File: src/rtl/uart_rx_fifo_ctrl.sv
// Receive-side character buffer for the 16550 UART: 16-deep FIFO or single holding
// register, with per-character status, overrun/error flags and RDA/timeout interrupts.
module uart_rx_fifo_ctrl #(
  parameter int DATA_W   = 8,
  parameter int DEPTH    = 16,
  parameter int TO_TICKS = 640
) (
  input  logic              clk,
  input  logic              rst,
  input  logic              baud_pulse,
  input  logic              push,
  input  logic [DATA_W-1:0] din,
  input  logic              pe_in,
  input  logic              fe_in,
  input  logic              bi_in,
  input  logic              fifo_en,
  input  logic              fifo_clr,
  input  logic [1:0]        rx_trig,
  input  logic              rd,
  input  logic              lsr_rd,
  output logic [DATA_W-1:0] dout,
  output logic              dout_pe,
  output logic              dout_fe,
  output logic              dout_bi,
  output logic [4:0]        count,
  output logic              empty,
  output logic              full,
  output logic              dr,
  output logic              oe,
  output logic              err_in_fifo,
  output logic              rda_irq,
  output logic              cti_irq
);

  localparam int              AW      = (DEPTH > 1) ? $clog2(DEPTH) : 1;
  localparam int              EW      = DATA_W + 3;
  localparam int              TW      = $clog2(TO_TICKS + 1);
  localparam logic [4:0]      DEPTH_C = 5'(DEPTH);
  localparam logic [TW-1:0]   TO_MAX  = TW'(TO_TICKS);

  function automatic logic [4:0] trig_level(input logic [1:0] sel);
    case (sel)
      2'b00:   trig_level = 5'd1;
      2'b01:   trig_level = 5'd4;
      2'b10:   trig_level = 5'd8;
      default: trig_level = 5'd14;
    endcase
  endfunction

  function automatic logic has_err(input logic [EW-1:0] e);
    has_err = |e[EW-1:DATA_W];
  endfunction

  logic [EW-1:0]   mem [DEPTH];
  logic [AW-1:0]   wr_ptr;
  logic [AW-1:0]   rd_ptr;
  logic [4:0]      err_cnt;
  logic [TW-1:0]   to_cnt;
  logic            fifo_en_q;

  logic [EW-1:0]   head;
  logic [EW-1:0]   new_entry;
  logic            flush;
  logic            rd_ok;
  logic            wr_ok;
  logic            overrun;
  logic            overwrite;
  logic            mem_we;
  logic [AW-1:0]   mem_addr;
  logic            err_inc;
  logic            err_dec;

  assign head      = mem[rd_ptr];
  assign new_entry = {bi_in, fe_in, pe_in, din};

  assign empty = (count == 5'd0);
  assign full  = fifo_en ? (count == DEPTH_C) : (count == 5'd1);
  assign dr    = ~empty;

  // A mode change flushes exactly like fifo_clr and beats any same-cycle push/rd.
  assign flush     = fifo_clr | (fifo_en != fifo_en_q);
  assign rd_ok     = rd & ~empty & ~flush;
  assign wr_ok     = push & ~flush & (~full | rd_ok);
  assign overrun   = push & ~flush & full & ~rd_ok;
  assign overwrite = overrun & ~fifo_en;

  // Non-FIFO overwrite replaces the held entry in place, so it targets the read pointer.
  assign mem_we   = wr_ok | overwrite;
  assign mem_addr = overwrite ? rd_ptr : wr_ptr;

  assign err_inc = mem_we & has_err(new_entry);
  assign err_dec = (rd_ok | overwrite) & has_err(head);

  always_ff @(posedge clk) begin
    if (mem_we) mem[mem_addr] <= new_entry;
  end

  always_ff @(posedge clk) begin
    if (rst) begin
      wr_ptr    <= '0;
      rd_ptr    <= '0;
      count     <= '0;
      err_cnt   <= '0;
      fifo_en_q <= fifo_en;
    end else begin
      fifo_en_q <= fifo_en;
      if (flush) begin
        wr_ptr  <= '0;
        rd_ptr  <= '0;
        count   <= '0;
        err_cnt <= '0;
      end else begin
        if (wr_ok) wr_ptr <= wr_ptr + AW'(1);
        if (rd_ok) rd_ptr <= rd_ptr + AW'(1);
        count   <= count + 5'(wr_ok) - 5'(rd_ok);
        err_cnt <= err_cnt + 5'(err_inc) - 5'(err_dec);
      end
    end
  end

  // Set beats clear when an overrun coincides with the LSR read.
  always_ff @(posedge clk) begin
    if (rst)          oe <= 1'b0;
    else if (overrun) oe <= 1'b1;
    else if (lsr_rd)  oe <= 1'b0;
  end

  always_ff @(posedge clk) begin
    if (rst)
      to_cnt <= '0;
    else if (flush || push || rd || empty || !fifo_en)
      to_cnt <= '0;
    else if (baud_pulse && (to_cnt != TO_MAX))
      to_cnt <= to_cnt + TW'(1);
  end

  always_comb begin
    dout    = '0;
    dout_pe = 1'b0;
    dout_fe = 1'b0;
    dout_bi = 1'b0;
    if (!empty) begin
      dout    = head[DATA_W-1:0];
      dout_pe = head[DATA_W];
      dout_fe = head[DATA_W+1];
      dout_bi = head[DATA_W+2];
    end
  end

  assign err_in_fifo = (err_cnt != 5'd0);
  assign rda_irq     = fifo_en ? (count >= trig_level(rx_trig)) : (count != 5'd0);
  assign cti_irq     = fifo_en & (to_cnt == TO_MAX) & ~empty;

endmodule

File: config.mk
export PLATFORM = sky130hd
export DESIGN_NAME = uart_rx_fifo_ctrl
export DESIGN_NICKNAME = d
export VERILOG_FILES = /design/src/rtl/uart_rx_fifo_ctrl.sv
export SDC_FILE = /design/constraint.sdc
export NUM_CORES = 1
export LEC_CHECK = 0
export BUFFER_PORTS_ARGS = -buffer_cell sky130_fd_sc_hd__buf_2
export CELL_PAD_IN_SITES_DETAIL_PLACEMENT = 2
export CELL_PAD_IN_SITES_GLOBAL_PLACEMENT = 2
export CORE_UTILIZATION = 46
export CTS_CLUSTER_SIZE = 12
export DETAILED_ROUTE_END_ITERATION = 8
export PLACE_DENSITY = 0.81
export SLEW_MARGIN = 15
export SYNTH_ARGS = -nofsm -noshare
export SYNTH_HDL_FRONTEND = slang
export SYNTH_SLANG_ARGS = --single-unit
File: constraint.sdc
create_clock -name clk -period 4.1 [get_ports clk]
set_input_delay 0.41 -clock clk [delete_from_list [all_inputs] [get_ports clk]]
set_output_delay 0.41 -clock clk [all_outputs]
set_load 0.005 [all_outputs]
* After elaboration in Yosys (flattened, before gate mapping)
Memory sizes are Yosys's and may differ from the RTL's. A register that Yosys moved wholly into a read port is not among the register bits. Cells that the tools add are included.
Operators by class: add/sub/neg operators 7, order comparisons 1, equal/unequal tests 7, multiplexer cells 14, bitwise operators 20, reductions and logical operators 15
Operators with widths (count):
- two-way mux 4 bit | 3
- case mux 4 bit (3 select lines) | 1
- AND 1 bit | 11
- adder 10 x 1 -> 10 bit, second input constant | 1
- adder 5 x 1 -> 5 bit | 2
- equality test 10 bit, second input constant | 1
- != test 10 bit, second input constant | 1
- nonzero test 5 bit | 2
- subtractor 5 x 1 -> 5 bit | 2
- two-way mux 1 bit | 9
- adder 4 x 1 -> 4 bit, second input constant | 2
- two-way mux 8 bit | 1
- OR reduction 3 bit | 2
- equality test 5 x 1 -> 1 bit, second input constant | 1
- equality test 5 bit, second input constant | 1
- >= comparator 5 bit | 1
- logical NOT 5 bit | 1
- NOT 1 bit | 5
- logical OR 1 bit | 4
- bitwise OR 1 bit | 4
- OR reduction 2 bit | 2
- equality test 2 x 1 -> 1 bit, second input constant | 1
- equality test 2 bit, second input constant | 1
- logical NOT 2 bit | 1
- other kinds (4) | 4
Storage, ports and cells: flip-flop bits (word level) 30, bits in writable memories 176, bits of input ports 21, memories 1
Memories:
- mem | depth 16, width 11, read ports 1, clocked after Yosys merged registers in 1, write ports 1, line 54 | logic [EW-1:0] mem [DEPTH];

* Logic depth before layout (Yosys ltp)
word-level depth 11, gate-level depth with buffers 16

* Worst setup path before layout
No wires, ideal clock.
path kind reg2reg, start register with a tool-made name, end register err_cnt[4], library setup time 70 ps, arrival time 3344 ps, required time 4030 ps, setup slack 686 ps, stages on the path, launching flop included 15, clock period less this slack 3414 ps, path through dfxtp_1 -> buf_2 -> buf_4 -> mux4_2 -> a22oi_1 -> nand3_1 -> o32a_1 -> ha_1 -> inv_1 -> ha_1 -> fa_1 -> a21oi_1 -> nor2_1 -> or3_1 -> a21oi_1
RTL lines:
- to (signal assigned) | line 116 | err_cnt <= err_cnt + 5'(err_inc) - 5'(err_dec);
- to (decl) | line 57 | logic [4:0] err_cnt;

==> metrics.md <==
| Metric | Value |
|---|---|
| Tmin final | 3870 ps |
| DR pass1 iterations | 4 |
| Syn_area_per_cell | between 15 and 20 um2 |
| Status | complete, no violations |
| Gate power share | 0.021 |
| Clock-pin slew on the worst setup and hold paths | around 60 ps |
| Final Cycle Share | 0.944 |
| # diodes | 0 |
| Final Hold Viols | 0 |
| Largest net degree at the start of global routing | 19 |
| Synthesized instance count | between 500 and 600 |
| Terminus of the critical flop-to-flop path | err_cnt[4] |
| Library cells used by synthesis | 49 |
| Setup TNS | 0 ps |
| Layout area overhead | 15.4% |
| Most common cell in the synthesized netlist | edfxtp_1 |
| Final ANT Viol Nets | 0 |
| Switching Fraction | 0.199 |
| DRT iter0 DRCs | approximately 320 |
| Initial core utilization | 0.469 |
| Synth area leaders | edfxtp_1 (60%), mux4_2 (14%), dfxtp_1 (7.8%) |
| Area fraction in compound gates after synthesis | 0.0316 |
| Share of layout cells above drive strength 1 | 0.287 |
| Post-synthesis sequential area ratio | 0.679 |
| Worst slew margin | 0.471 |
| Crit. End Element | register |
| CTS root buf | clkbuf_16 |
| First-pass GRT wire length | roughly 35 mm |
| Vias | 4,939 |
| Skew-Pair Late Insertion Delay | 510 ps |
| Main synth FF type | edfxtp_1 |
| Final setup fails | 0 |
| Routed WL | 23.5 mm |
| Reg2reg setup slack | between 200 and 250 ps |
| Top cells by count, synth | edfxtp_1 (176), mux4_2 (53), nor2_1 (52) |
| Drt drc | 0 |
| VDD IR-drop max | 0.259 mV |
| Die extent in y | 140 um |
| Via density | ~6 |
| Die width | between 100 and 150 um |
| Gr usage total | 0.250 |
| Synth Cell Area | 0.00878 mm2 |
| Standard-cell rows | 50 |
| Hold slack | 87.7 ps |
| Initial antenna violation count | 0 |
| CP startpoint kind | register |
| GPL Wtd Cong | 0.799 |
| Seq pwr share | 0.526 |
| Post-synthesis mux area share | 0.141 |
| Worst path arrival time | 4290 ps |
| P_int | roughly 3500 uW |
| Cells on Worst Hold Path | 2 |
| Max-slew violations | 0 |
| Num ports | 44 |
| H-tree Lvls | 1 |
| Post-synthesis async set-or-reset flop share | 0 |
| Switching power total | 874 uW |
| Area leader, netlist | edfxtp_1 |
| Simple-gate share of the synthesized area | 0.0742 |
| RSZ-0062 raised after global routing | false |
| Post-Synth Adder-Cell Area | 0.0316 |
| Largest family of logic cells by synthesized area | multiplexers |
| WL/cell | 28.1 um |
| Setup Fix Bufs, Post-CTS | 0 |
| Clock Path Buffers | 3 |
| Vias in the first global route | 5,520 |
| Post-synth top area share | 0.602 |
| CP Max Fanout | 9 |
| Worst hold path endpoint | oe |
| EDFF count, synth | 176 |
| Worst R2R Path Depth | 14 |
| Final worst clock skew | 14.0 ps |
| Hold crit path type | input pin to register |
| Grt ovf | 0 |
| Yosys reg bits | 210 |
| IO Port Bufs | 43 |
| Critical path data required time | around 4500 ps |
| Tot Pwr | approximately 4400 uW |
| Post-CTS Resized | 0 |
| TritonCTS clock tree | built |
| Synth warnings | 0 |
| Worst slew pin tran | 793 ps |
| Design area | 0.0101 mm2 |
| Final #Nets | 625 |
| Dpl cell area | 0.00939 mm2 |
| PwrDens | approximately 430 mW/mm2 |
| Clk pwr share | 0.453 |
| CTS sink cnt | 210 |
| Dpl hpwl | about 16 mm |
| Achievable Freq | ~260 MHz |
| CTS buffer count | 23 |
| Hold buffer count at CTS | 0 |
| XOR/XNOR Fraction of Synth Area | 0.0219 |
| Leakage | between 0.003 and 0.004 uW |
| Max Cap Violations | 0 |
| Core Box Area | 0.0187 mm2 |
| Synthesized Nets | 549 |
| Min-Delay Startpoint | rst |
| Crit Path Category | register to register |
| Die area | approximately 0.02 mm2 |
[flip-flops by register name, summed over array words and instances, names as in the netlist, named ones only]
name / cells
err_cnt: 5
wr_ptr: 4
count: 5
mem: 176
fifo_en_q: 1
rd_ptr: 4
to_cnt: 10
oe: 1
[worst max-delay path: stages (launching register included)]
cell and delay, ps:
dfxtp_2 450, buf_4 250, buf_4 260, mux4_2 540
nand2_1 120, nand3_1 130, o32a_1 350, ha_1 290
inv_1 40, ha_1 200, fa_1 420, a21oi_1 180
nor2_1 70, or3_1 340, a21oi_1 150
[power by group through the flow]
stage | registers, uW | logic, uW | clock network (uW)
3_5_place_dp | 2360 | 92.1 | 0
6_report | 2320 | 90.8 | 1990
2_1_floorplan | 2360 | 37.7 | 0
5_1_grt | 2320 | 99.5 | 2100
3_3_place_gp | 2360 | 82.4 | 0
4_1_cts | 2320 | 92.6 | 2030
[stage by stage]
stage | setup slack (ps) | util | instances
detailed placement | 204 | 0.502 | 792
global route | 11.2 | 0.542 | 834
CTS | 203 | 0.542 | 834
global placement | 403 | 0.502 | 792
floorplan | 686 | - | 507
finish | 231 | 0.542 | 834
[layer usage]
metal  track usage  wire (um)  up-vias
li1              -          -     2115
met1         0.328       9760     2612
met2         0.425      11700      162
met3        0.0441       1240       50
met4        0.0821        741        0
met5             0          0        -
[how the worst max path moves through the flow]
stage / cells past startpoint / end
final: 14 / err_cnt[4]
after global routing: 14 / err_cnt[4]
after CTS: 14 / err_cnt[4]
after detailed placement: 14 / err_cnt[4]
after global placement: 14 / err_cnt[4]
after floorplan: 14 / err_cnt[4]
[kinds of logic (layout without fill, tap and decap cells)]
logic type               after synthesis  in the layout
AO/OA/AOI/OAI                         34             34
XOR/XNOR                              22             22
adder cells (fa/ha/maj)               21             21
buffers and inverters                 39            132
flip-flops                           210            210
multiplexers                          57             57
AND/OR/NAND/NOR                      124            124
[layout by cell type (no fill, tap or decap), types with 6 or more instances in the layout]
cell / instances
nor2b_1: 7
xnor2_1: 11
and2_1: 13
clkbuf_16: 24
xor2_1: 11
inv_1: 20
dfxtp_1: 33
buf_4: 27
buf_2: 43
edfxtp_1: 176
a21oi_1: 12
clkbuf_1: 8
ha_1: 19
mux4_2: 53
nand2_1: 14
nor2_1: 52
nand3_1: 7
clkbuf_8: 6
[layout make-up]
type / instances / area (um2)
Fill cell: 1653 / 8570
Sequential cell: 210 / 5970
Inverter: 20 / 75.1
Clock inverter: 4 / 26.3
Multi-Input combinational cell: 258 / 2640
Clock buffer: 38 / 713
Timing Repair Buffer: 70 / 418
Tap cell: 234 / 293
(Power assumes the default switching activity.)
